**src/rtl/uart_tx_feeder.sv**
```systemverilog
// uart_tx_feeder
// ----------------------------------------------------------------------------
// Host-side producer for the UART transmitter's parallel interface
// (P_DATA_TX / DATA_VALID_TX / BUSY_TX). Bytes pushed by system logic are held
// in a small synchronous FIFO. A four-state launcher pops one byte at a time,
// presents it with a single-cycle DATA_VALID_TX pulse, and then uses BUSY_TX
// to pace the next launch. Everything runs in the transmitter's clock domain.
//
// Handshake (producer side): a launch is issued only from IDLE while the FIFO
// is non-empty and BUSY_TX is low. DATA_VALID_TX is high for exactly one
// cycle, with P_DATA_TX valid in that cycle and held stable until the next
// launch. The transmitter acknowledges by raising BUSY_TX. If BUSY_TX does not
// rise within BUSY_TO cycles, the byte is treated as lost and TX_ERR is set.
// When BUSY_TX falls, the launcher spends one cycle in IDLE before the next
// launch.
//
// Ports:
//   CLK, RST       clock; synchronous active-high reset
//   WR_DATA, WR_EN push interface (one byte per cycle, dropped when FULL)
//   FULL, EMPTY    registered FIFO status
//   COUNT          registered FIFO occupancy (0..DEPTH)
//   OVERFLOW       sticky: a push was dropped because FULL was set
//   TX_ERR         sticky: BUSY_TX never rose after a launch
//   BUSY_TX        transmitter busy
//   P_DATA_TX      byte presented to the transmitter
//   DATA_VALID_TX  one-cycle launch pulse
//   fsm_state      launcher state for observation
//                  (0 IDLE, 1 LAUNCH, 2 WAIT_BUSY, 3 WAIT_DONE)
// ----------------------------------------------------------------------------
module uart_tx_feeder #(
    parameter int DATA_WIDTH = 8,
    parameter int DEPTH      = 8,
    parameter int ADDR_W     = 3,
    parameter int BUSY_TO    = 4
) (
    input  logic                  CLK,
    input  logic                  RST,
    input  logic [DATA_WIDTH-1:0] WR_DATA,
    input  logic                  WR_EN,
    output logic                  FULL,
    output logic                  EMPTY,
    output logic [ADDR_W:0]       COUNT,
    output logic                  OVERFLOW,
    output logic                  TX_ERR,
    input  logic                  BUSY_TX,
    output logic [DATA_WIDTH-1:0] P_DATA_TX,
    output logic                  DATA_VALID_TX,
    output logic [1:0]            fsm_state
);

    typedef enum logic [1:0] {
        IDLE      = 2'd0,
        LAUNCH    = 2'd1,
        WAIT_BUSY = 2'd2,
        WAIT_DONE = 2'd3
    } state_t;

    localparam int TO_W = $clog2(BUSY_TO + 1);

    // ------------------------------------------------------------------
    // FIFO storage and pointers
    // ------------------------------------------------------------------
    logic [DATA_WIDTH-1:0] mem [DEPTH];
    logic [ADDR_W-1:0]     wr_ptr;
    logic [ADDR_W-1:0]     rd_ptr;
    logic [ADDR_W:0]       count_nx;
    logic                  push;
    logic                  pop;

    // FULL is the registered flag. A push while FULL is set is dropped,
    // even when the launcher pops in the same cycle.
    assign push = WR_EN && !FULL;

    always_comb begin
        count_nx = COUNT;
        case ({push, pop})
            2'b10:   count_nx = COUNT + (ADDR_W+1)'(1);
            2'b01:   count_nx = COUNT - (ADDR_W+1)'(1);
            default: count_nx = COUNT;
        endcase
    end

    // Storage has no reset. After RST, stale entries cannot be read because
    // the pointers and occupancy return to zero.
    always_ff @(posedge CLK) begin
        if (push) begin
            mem[wr_ptr] <= WR_DATA;
        end
    end

    always_ff @(posedge CLK) begin
        if (RST) begin
            wr_ptr   <= '0;
            rd_ptr   <= '0;
            COUNT    <= '0;
            FULL     <= 1'b0;
            EMPTY    <= 1'b1;
            OVERFLOW <= 1'b0;
        end else begin
            if (push) begin
                wr_ptr <= wr_ptr + ADDR_W'(1);
            end
            if (pop) begin
                rd_ptr <= rd_ptr + ADDR_W'(1);
            end
            COUNT <= count_nx;
            FULL  <= (count_nx == (ADDR_W+1)'(DEPTH));
            EMPTY <= (count_nx == '0);
            if (WR_EN && FULL) begin
                OVERFLOW <= 1'b1;
            end
        end
    end

    // ------------------------------------------------------------------
    // Launcher FSM
    // ------------------------------------------------------------------
    state_t          state;
    state_t          state_nx;
    logic [TO_W-1:0] to_cnt;
    logic [TO_W-1:0] to_cnt_nx;
    logic            err_set;

    always_comb begin
        state_nx  = state;
        to_cnt_nx = to_cnt;
        pop       = 1'b0;
        err_set   = 1'b0;
        case (state)
            IDLE: begin
                // A transmitter that is busy for another reason blocks
                // the launch.
                if (!EMPTY && !BUSY_TX) begin
                    pop      = 1'b1;
                    state_nx = LAUNCH;
                end
            end
            LAUNCH: begin
                to_cnt_nx = '0;
                state_nx  = WAIT_BUSY;
            end
            WAIT_BUSY: begin
                if (BUSY_TX) begin
                    state_nx = WAIT_DONE;
                end else if (to_cnt == TO_W'(BUSY_TO - 1)) begin
                    // BUSY_TX stayed low for BUSY_TO cycles. The byte is
                    // lost and is not retried.
                    err_set  = 1'b1;
                    state_nx = IDLE;
                end else begin
                    to_cnt_nx = to_cnt + TO_W'(1);
                end
            end
            WAIT_DONE: begin
                if (!BUSY_TX) begin
                    state_nx = IDLE;
                end
            end
            default: state_nx = IDLE;
        endcase
    end

    always_ff @(posedge CLK) begin
        if (RST) begin
            state         <= IDLE;
            to_cnt        <= '0;
            TX_ERR        <= 1'b0;
            P_DATA_TX     <= '0;
            DATA_VALID_TX <= 1'b0;
        end else begin
            state         <= state_nx;
            to_cnt        <= to_cnt_nx;
            DATA_VALID_TX <= pop;
            // P_DATA_TX is loaded only on a launch, so it stays stable
            // until the next one.
            if (pop) begin
                P_DATA_TX <= mem[rd_ptr];
            end
            if (err_set) begin
                TX_ERR <= 1'b1;
            end
        end
    end

    assign fsm_state = state;

endmodule

```
**config.mk**
```make
export PLATFORM = sky130hd
export DESIGN_NAME = uart_tx_feeder
export DESIGN_NICKNAME = d
export VERILOG_FILES = /design/src/rtl/uart_tx_feeder.sv
export SDC_FILE = /design/constraint.sdc
export NUM_CORES = 1
export LEC_CHECK = 0
export ABC_AREA = 1
export CAP_MARGIN = 10
export CELL_PAD_IN_SITES_DETAIL_PLACEMENT = 1
export CELL_PAD_IN_SITES_GLOBAL_PLACEMENT = 2
export CORE_MARGIN = 10
export CORE_UTILIZATION = 40
export DETAILED_ROUTE_END_ITERATION = 7
export DONT_BUFFER_PORTS = 1
export GPL_TIMING_DRIVEN = 0
export PLACE_DENSITY = 0.8
export SLEW_MARGIN = 40
export SYNTH_ARGS = -nofsm -noshare
export SYNTH_HDL_FRONTEND = slang
export SYNTH_SLANG_ARGS = --single-unit
```
**constraint.sdc**
```tcl
create_clock -name CLK -period 2.1 [get_ports CLK]
set_input_delay 0.42 -clock CLK [delete_from_list [all_inputs] [get_ports CLK]]
set_output_delay 0.42 -clock CLK [all_outputs]
set_load 0.005 [all_outputs]
```
=== Word level (Yosys, flattened, before mapping) ===
Memories as Yosys holds them, arrays and structs flattened. A register that Yosys moved wholly into a read port is not among the register bits.
Cells that the tools add are included.

* RAM bits: 64
* Input port bits: 12
* Output and inout bits: 19
* Register bits: 20
* Memories: 1
* Logic and storage cells: 55

{| class="wikitable"
|+ Memories
! name !! depth !! width !! read ports !! clocked after Yosys merged registers in !! wr ports !! RTL line !! source
|-
| mem || 8 || 8 || 1 || 1 || 1 || 63 || <nowiki>logic [DATA_WIDTH-1:0] mem [DEPTH];</nowiki>
|}

* Reduce and logical (&&, ||, !) cells: 11
* Add/subtract/negate cells: 5
* Equality and inequality tests: 12
* Multiplexer cells: 16

{| class="wikitable"
|+ Operators with widths
! operator !! number
|-
| adder 3 x 1 -> 3 bit (second input constant) || 3
|-
| 2-to-1 mux 2 bit || 4
|-
| inequality test 2 bit (second input constant) || 4
|-
| case mux 2 bit (4 select lines) || 1
|-
| case mux 4 bit (2 select lines) || 1
|-
| 2-to-1 mux 1 bit || 7
|-
| == test 2 bit (second input constant) || 3
|-
| 2-to-1 mux 3 bit || 2
|-
| case mux 3 bit (2 select lines) || 1
|-
| AND reduction 3 bit || 2
|-
| adder 4 x 1 -> 4 bit (second input constant) || 1
|-
| == test 2 x 1 -> 1 bit (second input constant) || 2
|-
| == test 4 bit (second input constant) || 1
|-
| zero test 4 bit || 1
|-
| subtractor 4 x 1 -> 4 bit (second input constant) || 1
|-
| == test 3 x 2 -> 1 bit (second input constant) || 1
|-
| logical AND 1 bit || 3
|-
| zero test 1 bit || 3
|-
| inequality test 3 bit (second input constant) || 1
|-
| zero test 2 bit || 1
|-
| nonzero test 2 bit || 1
|}

=== Logic depth before layout (Yosys ltp) ===
Gate-level depths: netlist of run 1.

* Word-level depth: 7
* Depth in mapped cells: 14

=== Least setup slack after synthesis of run 1 ===
OpenSTA, ideal clock, no wires.

* Kind: reg-to-reg
* Start point: register state[0], in the netlist fsm_state[0]
* End point: register EMPTY
* Arrival: 1.783 ns
* Slack: 0.247 ns
* Buffers on the path: 1
* Setup time: 0.070 ns
* Stages on the path, launching flop included: 12
* Period minus slack after synthesis: 1.853 ns
* Path through: dfxtp_1 > nor2_4 > nand2_4 > inv_1 > buf_2 > ha_1 > o21ai_0 > and2_1 > nand3_2 > nand2_1 > inv_1 > a21oi_1

* Cells in the longest elaborated chain, start to end: 5
* Elaborated cells between the ends (all ways): 6
* Classes of those cells: 2 x eq/ne; 2 x mux; 2 x reduce/logical

{| class="wikitable"
|+ RTL lines
! what !! RTL line !! source
|-
| from (decl) || 118 || <nowiki>state_t state;</nowiki>
|-
| from (signal assigned) || 171 || <nowiki>state <= state_nx;</nowiki>
|-
| zero test 2 bit (*) || 129 || <nowiki>case (state)</nowiki>
|-
| 2-to-1 mux 1 bit (*) || 129 ||
|-
| == test 2 x 1 -> 1 bit or == test 2 bit (tied branches) || 76 || <nowiki>case ({push, pop})</nowiki>
|-
| case mux 4 bit (2 select lines) (*) || 76 ||
|-
| zero test 4 bit (*) || 108 || <nowiki>EMPTY <= (count_nx == '0);</nowiki>
|-
| to (signal assigned) || 108 ||
|-
| to (decl) || 41 || <nowiki>output logic EMPTY,</nowiki>
|}

Mark *: on every way between the ends. The rest lies on a longest branch, timed or not.
A chain may end at the register's enable or synchronous reset.

=== Worst setup path in the final report of run 1 ===
* Start point: register FULL
* End point: memory mem[0][7], enable pin

* Cells in the longest elaborated chain, start to end: 4

{| class="wikitable"
|+ RTL lines
! what !! RTL line !! source
|-
| from (decl) || 40 || <nowiki>output logic FULL,</nowiki>
|-
| from (signal assigned) || 107 || <nowiki>FULL <= (count_nx == (ADDR_W+1)'(DEPTH));</nowiki>
|-
| zero test 1 bit || 72 || <nowiki>assign push = WR_EN && !FULL;</nowiki>
|-
| logical AND 1 bit || 72 ||
|-
| 2-to-1 mux 1 bit || 86 || <nowiki>if (push) begin</nowiki>
|-
| 2-to-1 mux 1 bit (implied by the code) || 87 || <nowiki>mem[wr_ptr] <= WR_DATA;</nowiki>
|-
| to (decl) || 63 ||
|}

Every way passes these cells.

==> metrics.txt, run 1 <==
# TYPE chip_impl_metric gauge
chip_impl_metric{name="global_route_wire_length_before_repair",unit="mm"} 14.6
chip_impl_metric{name="place.gp.congestion",unit=""} 0.750
chip_impl_metric{name="synth_area",unit="sq um"} 3760
chip_impl_info{name="synth.cells.most_frequent",value="64 x edfxtp_1, 51 x nor2_1, 37 x o21ai_0, 36 x nand2_1, 28 x dfxtp_1"} 1
chip_impl_metric{name="synth_top_area_share",unit="%"} 51.1
chip_impl_metric{name="grt_start_max_net_pins",unit=""} 18
chip_impl_metric{name="worstPathArrival",unit="ns"} 1.95
chip_impl_metric{name="port_buffers",unit=""} 0
chip_impl_metric{name="cts-root-to-sink-buffers",unit=""} 2
chip_impl_metric{name="hpwl",unit="mm"} 6.33
chip_impl_metric{name="setup_viol",unit=""} 0
chip_impl_metric{name="grt_util_overall",unit="%"} 14.1
chip_impl_metric{name="die_width",unit="um"} 117
chip_impl_metric{name="area_delta_synth_final",unit="%"} 9.38
chip_impl_info{name="cts_tree",value="built"} 1
chip_impl_info{name="crit_path_start_kind",value="flip-flop"} 1
chip_impl_metric{name="antenna_fix_cells",unit=""} 0
chip_impl_metric{name="layout-drive-gt1-share",unit="%"} 12.1
chip_impl_metric{name="viasPerCell",unit=""} 5.45
chip_impl_metric{name="number_of_antenna_violations_at_the_first_check_in_global_routing",unit=""} 0
chip_impl_metric{name="min_period_over_period",unit="%"} 93.0
chip_impl_metric{name="yosysWarnings",unit=""} 0
chip_impl_metric{name="drt_pass1_iterations",unit=""} 4
chip_impl_metric{name="layout.filler_cells",unit=""} 998
chip_impl_metric{name="synth_edf_count",unit=""} 64
chip_impl_info{name="yosys.area.top_type",value="edfxtp_1"} 1
chip_impl_metric{name="wl_per_cell",unit="um"} 19.5
chip_impl_metric{name="critical_path_required",unit="ns"} 2.10
chip_impl_metric{name="synthArstFlopShare",unit="%"} 0
chip_impl_metric{name="finish.net_count",unit=""} 368
chip_impl_metric{name="hold_viol",unit=""} 0
chip_impl_metric{name="initial_cell_density_of_the_core",unit="%"} 40.9
chip_impl_metric{name="placement_rows",unit=""} 35
chip_impl_metric{name="pwr_density_cell",unit="nW/um^2"} 1180
chip_impl_metric{name="clk_latency",unit="ns"} 0.38
chip_impl_metric{name="grt_pass1_vias",unit=""} 2668
chip_impl_metric{name="cts-buffers-inserted",unit=""} 9
chip_impl_metric{name="gr-total-overflow",unit=""} 0
chip_impl_info{name="critPathKind",value="flip-flop to flip-flop"} 1
chip_impl_metric{name="power.static_leakage",unit="uW"} 0.00144
chip_impl_metric{name="max_slew.worst_pin.slew",unit="ns"} 0.860
chip_impl_metric{name="avg_inst_size_synth",unit="sq um"} 11.1
chip_impl_metric{name="ys_seq_elements",unit=""} 92
chip_impl_metric{name="share_of_the_yosys_chip_area_belonging_to_registers",unit="%"} 66.0
chip_impl_metric{name="period_needed",unit="ns"} 1.95
chip_impl_metric{name="wirelength",unit="mm"} 9.09
chip_impl_metric{name="drt_iter0_drc",unit=""} 168
chip_impl_metric{name="drcViolationCount",unit=""} 0
chip_impl_metric{name="design.core.area",unit="sq um"} 9200
chip_impl_metric{name="synth_cell_type_count",unit=""} 30
chip_impl_metric{name="vias",unit=""} 2540
chip_impl_metric{name="die_area",unit="sq um"} 13700
chip_impl_info{name="end_kind",value="flip-flop"} 1
chip_impl_info{name="synthTopCellsByArea",value="edfxtp_1 51%, dfxtp_1 15%, nor2_1 5.1%"} 1
chip_impl_metric{name="netlist_instances",unit=""} 339
chip_impl_metric{name="max-cap-violations",unit=""} 0
chip_impl_info{name="yosys.cell_count.top_type",value="edfxtp_1"} 1
chip_impl_metric{name="die_y_extent",unit="um"} 117
chip_impl_info{name="worst_hold_path_type",value="input port to flip-flop"} 1
chip_impl_info{name="outcome",value="finished clean"} 1
chip_impl_metric{name="synth_nets",unit=""} 357
chip_impl_info{name="yosys_most_used_dff",value="edfxtp_1"} 1
chip_impl_info{name="clock-root-buffer",value="clkbuf_8"} 1
chip_impl_metric{name="cts_max_level",unit=""} 3
chip_impl_metric{name="num_io_pins",unit=""} 31
chip_impl_metric{name="total_power",unit="uW"} 4840
chip_impl_metric{name="clk_pin_slew",unit="ns"} 0.11
chip_impl_metric{name="timing.slew.headroom",unit="%"} 42.5
chip_impl_metric{name="tritoncts_num_sinks",unit=""} 92
chip_impl_metric{name="worst_ir_drop_vdd",unit="V"} 0.000360
chip_impl_metric{name="layout.core_utilization",unit="%"} 44.7
chip_impl_metric{name="slew_violations",unit=""} 0
chip_impl_metric{name="finalClockSkew",unit="ns"} 0.0164
chip_impl_metric{name="postRouteAntennaNets",unit=""} 0
chip_impl_metric{name="number_of_buffers_added_to_fix_hold_violations_after_cts",unit=""} 0
chip_impl_metric{name="timing.critical_path.fanout_max",unit=""} 8
chip_impl_metric{name="fmax",unit="MHz"} 512
[layout make-up]
cell class | instances | area [sq um] | area share, %
inverter | 26 | 97.6 | 2.37
clock inverter | 7 | 56.3 | 1.37
buffer | 13 | 68.8 | 1.67
clock buffer | 9 | 124 | 3.01
tap | 111 | 139 | 3.38
multi-input combinational | 208 | 1140 | 27.6
sequential | 92 | 2490 | 60.6
[cell families after synthesis]
| kind of cell | share of synthesized area, % |
|---|---|
| AOI/OAI and AO/OA | 13.7 |
| xor gates and xnor gates | 0.466 |
| adders and majority gates | 2.00 |
| buffers and inverters | 4.26 |
| DFF | 66.0 |
| and+or+nand+nor | 13.5 |
[placed cells by master (no fill, tap or decap), types with 4 or more instances in the layout]
master	count
edfxtp_1	64
nor2_1	49
nand2_1	36
o21ai_0	36
dfxtp_1	25
inv_1	25
a21oi_1	21
o22ai_1	9
clkbuf_8	9
o221ai_1	8
o211ai_1	8
clkbuf_1	7
nand3_1	7
ha_1	5
nand3_2	4
nor2_2	4
buf_2	4
[worst max-delay path, cell delays in order, from the launching register on]
cell and delay [ns]:
dfxtp_1 0.35, inv_1 0.10, nand2_4 0.10, inv_1 0.15
nand2_1 0.18, nor2_1 0.70
[registers in the layout, summed over array words and instances (netlist names)]
register / flops
COUNT: 4
DATA_VALID_TX: 1
EMPTY: 1
FULL: 1
OVERFLOW: 1
P_DATA_TX: 8
TX_ERR: 1
fsm_state: 2
mem: 64
rd_ptr: 3
to_cnt: 3
wr_ptr: 3
[metal layers]
layer / up-vias / GRT usage (%) / wire length [um]
met1: 1269 / 18.6 / 4250
met5: - / 0 / 0
met3: 7 / 4.18 / 511
li1: 1221 / - / -
met2: 43 / 22.0 / 4240
met4: 0 / 3.71 / 93
[path summary, 6_finish.rpt]
check / startpoint / end / slack [ns] / cells past startpoint
max: FULL$_SDFF_PP0_ / mem[0][7]$_DFFE_PP_ / 0.15 / 5
min: WR_DATA[0] / mem[3][0]$_DFFE_PP_ / 0.13 / 0
max reg2reg: FULL$_SDFF_PP0_ / mem[0][7]$_DFFE_PP_ / 0.15 / 5
min reg2reg: to_cnt[0]$_SDFFE_PP0P_ / to_cnt[0]$_SDFFE_PP0P_ / 0.48 / 1
[where the power goes]
part	switching, uW	leakage, uW	internal [uW]
sequential	214	0.000811	2160
clock	693	0.0000858	445
combinational	864	0.000544	458
total	1770	0.00144	3070
[repair_timing]
action	CTS	global route
setup buffers	0	0
pin swaps	0	2
setup endpoints to repair	1	2
resized for setup	3	8
[per-stage QoR]
step | instance area (sq um) | setup slack (ns) | setup TNS [ns] | std cells | hold WS, ns
after floorplan | 3760 | 0.247 | 0 | 339 | 0.429
after global placement | 3900 | -0.0490 | -0.0490 | 450 | 0.443
after detailed placement | 3900 | -0.0573 | -0.0573 | 450 | 0.470
after CTS | 4080 | 0.0371 | 0 | 466 | 0.122
after global routing | 4110 | -0.00257 | -0.00257 | 466 | 0.109
final | 4110 | 0.147 | 0 | 466 | 0.132
(Power assumes the default switching activity.)
==> run 2: changes to the inputs <==
--- a/config.mk
+++ b/config.mk
@@ -14,7 +14,7 @@
 export DETAILED_ROUTE_END_ITERATION = 7
 export DONT_BUFFER_PORTS = 1
 export GPL_TIMING_DRIVEN = 0
-export PLACE_DENSITY = 0.8
+export PLACE_DENSITY_LB_ADDON = 0.1
 export SLEW_MARGIN = 40
 export SYNTH_ARGS = -nofsm -noshare
 export SYNTH_HDL_FRONTEND = slang
==> metrics.txt, run 2 (synthesized netlist as in run 1, its figures left out) <==
# TYPE chip_impl_metric gauge
chip_impl_info{name="outcome",value="finished clean"} 1
chip_impl_metric{name="regToRegSetupSlack",unit="ns"} 0.13
chip_impl_metric{name="hold_depth",unit=""} 0
chip_impl_info{name="registers.top_by_ff_count",value="mem"} 1
chip_impl_metric{name="critical_path_required",unit="ns"} 2.40
chip_impl_metric{name="finish.net_count",unit=""} 370
chip_impl_info{name="final_common_cell",value="edfxtp_1"} 1
chip_impl_metric{name="clk_latency",unit="ns"} 0.36
chip_impl_metric{name="placement_rows",unit=""} 35
chip_impl_info{name="r2r_start",value="EMPTY$_SDFF_PP1_"} 1
chip_impl_metric{name="place.gp.congestion",unit=""} 0.735
chip_impl_metric{name="design.core.area",unit="sq um"} 9200
chip_impl_metric{name="layout.core_utilization",unit="%"} 45.0
chip_impl_metric{name="post-route-worst-setup-slack",unit="ns"} 0.129
chip_impl_info{name="worst_hold_path_type",value="input port to flip-flop"} 1
chip_impl_metric{name="num_io_pins",unit=""} 31
chip_impl_metric{name="dp.cells",unit=""} 450
chip_impl_metric{name="power_frac_comb",unit="%"} 27.6
chip_impl_metric{name="largest_register_ffs",unit=""} 64
chip_impl_info{name="clock-root-buffer",value="clkbuf_8"} 1
chip_impl_info{name="reg2reg_to",value="EMPTY$_SDFF_PP1_"} 1
chip_impl_metric{name="max_slew.worst_pin.slew",unit="ns"} 0.813
chip_impl_metric{name="vias",unit=""} 2522
chip_impl_info{name="rsz0062_at_grt",value="false"} 1
chip_impl_info{name="most_frequent_cells_in_the_layout",value="64 x edfxtp_1, 46 x nor2_1, 36 x nand2_1, 36 x o21ai_0, 26 x dfxtp_1"} 1
chip_impl_metric{name="switching_share",unit="%"} 36.5
chip_impl_metric{name="area_delta_synth_final",unit="%"} 9.95
chip_impl_info{name="hold_path_startpoint",value="WR_DATA[7]"} 1
chip_impl_metric{name="grt_pass1_vias",unit=""} 2593
chip_impl_metric{name="grt_util_overall",unit="%"} 13.7
chip_impl_metric{name="initial_cell_density_of_the_core",unit="%"} 40.9
chip_impl_metric{name="setup_viol",unit=""} 0
chip_impl_metric{name="timing.critical_path.fanout_max",unit=""} 10
chip_impl_metric{name="grt_start_max_net_pins",unit=""} 19
chip_impl_metric{name="fin_tns_setup",unit="ns"} 0
chip_impl_metric{name="antenna_fix_cells",unit=""} 0
chip_impl_metric{name="die_y_extent",unit="um"} 117
chip_impl_metric{name="cts-buffers-inserted",unit=""} 9
chip_impl_metric{name="wirelength",unit="mm"} 8.98
chip_impl_info{name="critPathKind",value="flip-flop to flip-flop"} 1
chip_impl_metric{name="layout-drive-gt1-share",unit="%"} 12.9
chip_impl_metric{name="die_area",unit="sq um"} 13700
chip_impl_metric{name="rr_worst_depth",unit=""} 11
chip_impl_info{name="cts_tree",value="built"} 1
chip_impl_metric{name="clk_pin_slew",unit="ns"} 0.11
chip_impl_metric{name="hold_viol",unit=""} 0
chip_impl_metric{name="timing.slew.headroom",unit="%"} 45.6
chip_impl_metric{name="pre_cts_ws",unit="ns"} -0.0694
chip_impl_metric{name="power.clock.fraction",unit="%"} 23.6
chip_impl_metric{name="tritoncts_num_sinks",unit=""} 92
chip_impl_metric{name="wl_per_cell",unit="um"} 19.2
chip_impl_metric{name="final_cell_count_no_fill",unit=""} 468
chip_impl_metric{name="cts_max_level",unit=""} 3
chip_impl_metric{name="cts-root-to-sink-buffers",unit=""} 2
chip_impl_metric{name="postRouteAntennaNets",unit=""} 0
chip_impl_info{name="min_delay_worst_endpoint",value="mem[3][7]$_DFFE_PP_"} 1
chip_impl_info{name="crit_path_start_kind",value="flip-flop"} 1
chip_impl_metric{name="hpwl",unit="mm"} 6.40
chip_impl_metric{name="worstPathArrival",unit="ns"} 2.27
chip_impl_metric{name="slew_violations",unit=""} 0
chip_impl_metric{name="part_of_the_power_in_registers",unit="%"} 48.8
chip_impl_metric{name="port_buffers",unit=""} 0
chip_impl_metric{name="pwr_density_cell",unit="nW/um^2"} 1170
chip_impl_metric{name="viasPerCell",unit=""} 5.39
chip_impl_metric{name="drcViolationCount",unit=""} 0
chip_impl_metric{name="cellInternalPower",unit="uW"} 3080
chip_impl_metric{name="power.static_leakage",unit="uW"} 0.00146
chip_impl_metric{name="net-switching-power",unit="uW"} 1770
chip_impl_metric{name="finalClockSkew",unit="ns"} 0.0171
chip_impl_metric{name="drt_pass1_iterations",unit=""} 4
chip_impl_metric{name="die_width",unit="um"} 117
chip_impl_metric{name="gr-total-overflow",unit=""} 0
chip_impl_metric{name="max-cap-violations",unit=""} 0
chip_impl_metric{name="period_needed",unit="ns"} 1.97
chip_impl_info{name="biggest_regs",value="mem x64, P_DATA_TX x8, COUNT x4"} 1
chip_impl_metric{name="worst_ir_drop_vdd",unit="V"} 0.000452
chip_impl_metric{name="drt_iter0_drc",unit=""} 79
chip_impl_metric{name="min_period_over_period",unit="%"} 93.9
chip_impl_info{name="end_kind",value="flip-flop"} 1
chip_impl_metric{name="number_of_antenna_violations_at_the_first_check_in_global_routing",unit=""} 0
chip_impl_metric{name="fmax",unit="MHz"} 507
chip_impl_metric{name="global_route_wire_length_before_repair",unit="mm"} 14.0
-- run 2: changes by cell type in the layout (fill, tap and decap cells not counted), sizes merged --
cell | before | now
buf | 6 | 8
clkinvlp | 2 | 1
clkinv | 3 | 5
inv | 28 | 27
-- run 2: power groups by stage --
stage / Clock [uW] / Combinational [uW] / Sequential [uW]
floorplan: 0 / 959 / 2340
global placement: 0 / 1280 / 2400
detailed placement: 0 / 1310 / 2410
CTS: 1180 / 1320 / 2370
global route: 1280 / 1510 / 2400
finish: 1150 / 1340 / 2370
-- run 2: timing repair --
action / 4_1_cts / 5_1_grt
setup endpoints to repair: 1 / 1
hold buffers: 0 / 0
pin swaps: 0 / 2
gates resized for setup: 3 / 4
buffers inserted: 0 / 2
-- run 2: worst max path at each step --
| stage | from | endpoint | slack, ns | depth (start not counted) |
|---|---|---|---|---|
| floorplan | fsm_state[0]$_SDFFE_PP0P_ | EMPTY$_SDFF_PP1_ | 0.25 | 11 |
| global placement | fsm_state[0]$_SDFFE_PP0P_ | EMPTY$_SDFF_PP1_ | -0.09 | 11 |
| detailed placement | fsm_state[0]$_SDFFE_PP0P_ | EMPTY$_SDFF_PP1_ | -0.07 | 11 |
| CTS | EMPTY$_SDFF_PP1_ | EMPTY$_SDFF_PP1_ | 0.02 | 11 |
| global route | FULL$_SDFF_PP0_ | EMPTY$_SDFF_PP1_ | 0.0002 | 13 |
| finish | EMPTY$_SDFF_PP1_ | EMPTY$_SDFF_PP1_ | 0.13 | 11 |
-- run 2: routing by layer --
metal  routed length (um)  track usage, %  share of wire (%)
met1                 4390            18.8                 49
met2                 4110            20.8                 46
met3                  394            3.41                4.4
met4                   78            3.95               0.87
met5                    0               0                  0
-- run 2: metrics by stage --
step                      instance area (sq um)  total power, uW  hold WS [ns]
after global routing                       4130             5190         0.119
after floorplan                            3760             3290         0.429
after detailed placement                   3900             3720         0.457
after global placement                     3900             3690         0.444
after CTS                                  4100             4870         0.132
final                                      4130             4850         0.150
-- run 2: cell type report --
cell class              count  area (sq um)
fillers                  1001          5060
flip-flops and latches     92          2490
multi-input cells         208          1130
well taps                 111           139
clock buffers               9           124
inverters                  26          97.6
clock inverters             7          70.1
plain buffers              13          68.8
repair buffers              2          15.0
-- run 2: worst max-delay path, stage by stage, from the launching register on --
cell and delay, ns:
dfxtp_1 0.42, nor2_4 0.07, nand2_4 0.11, inv_1 0.08, buf_6 0.15, ha_2 0.38
xor2_1 0.19, and2_1 0.17, nand3_2 0.10, nand2_1 0.07, inv_1 0.04, a21oi_1 0.11
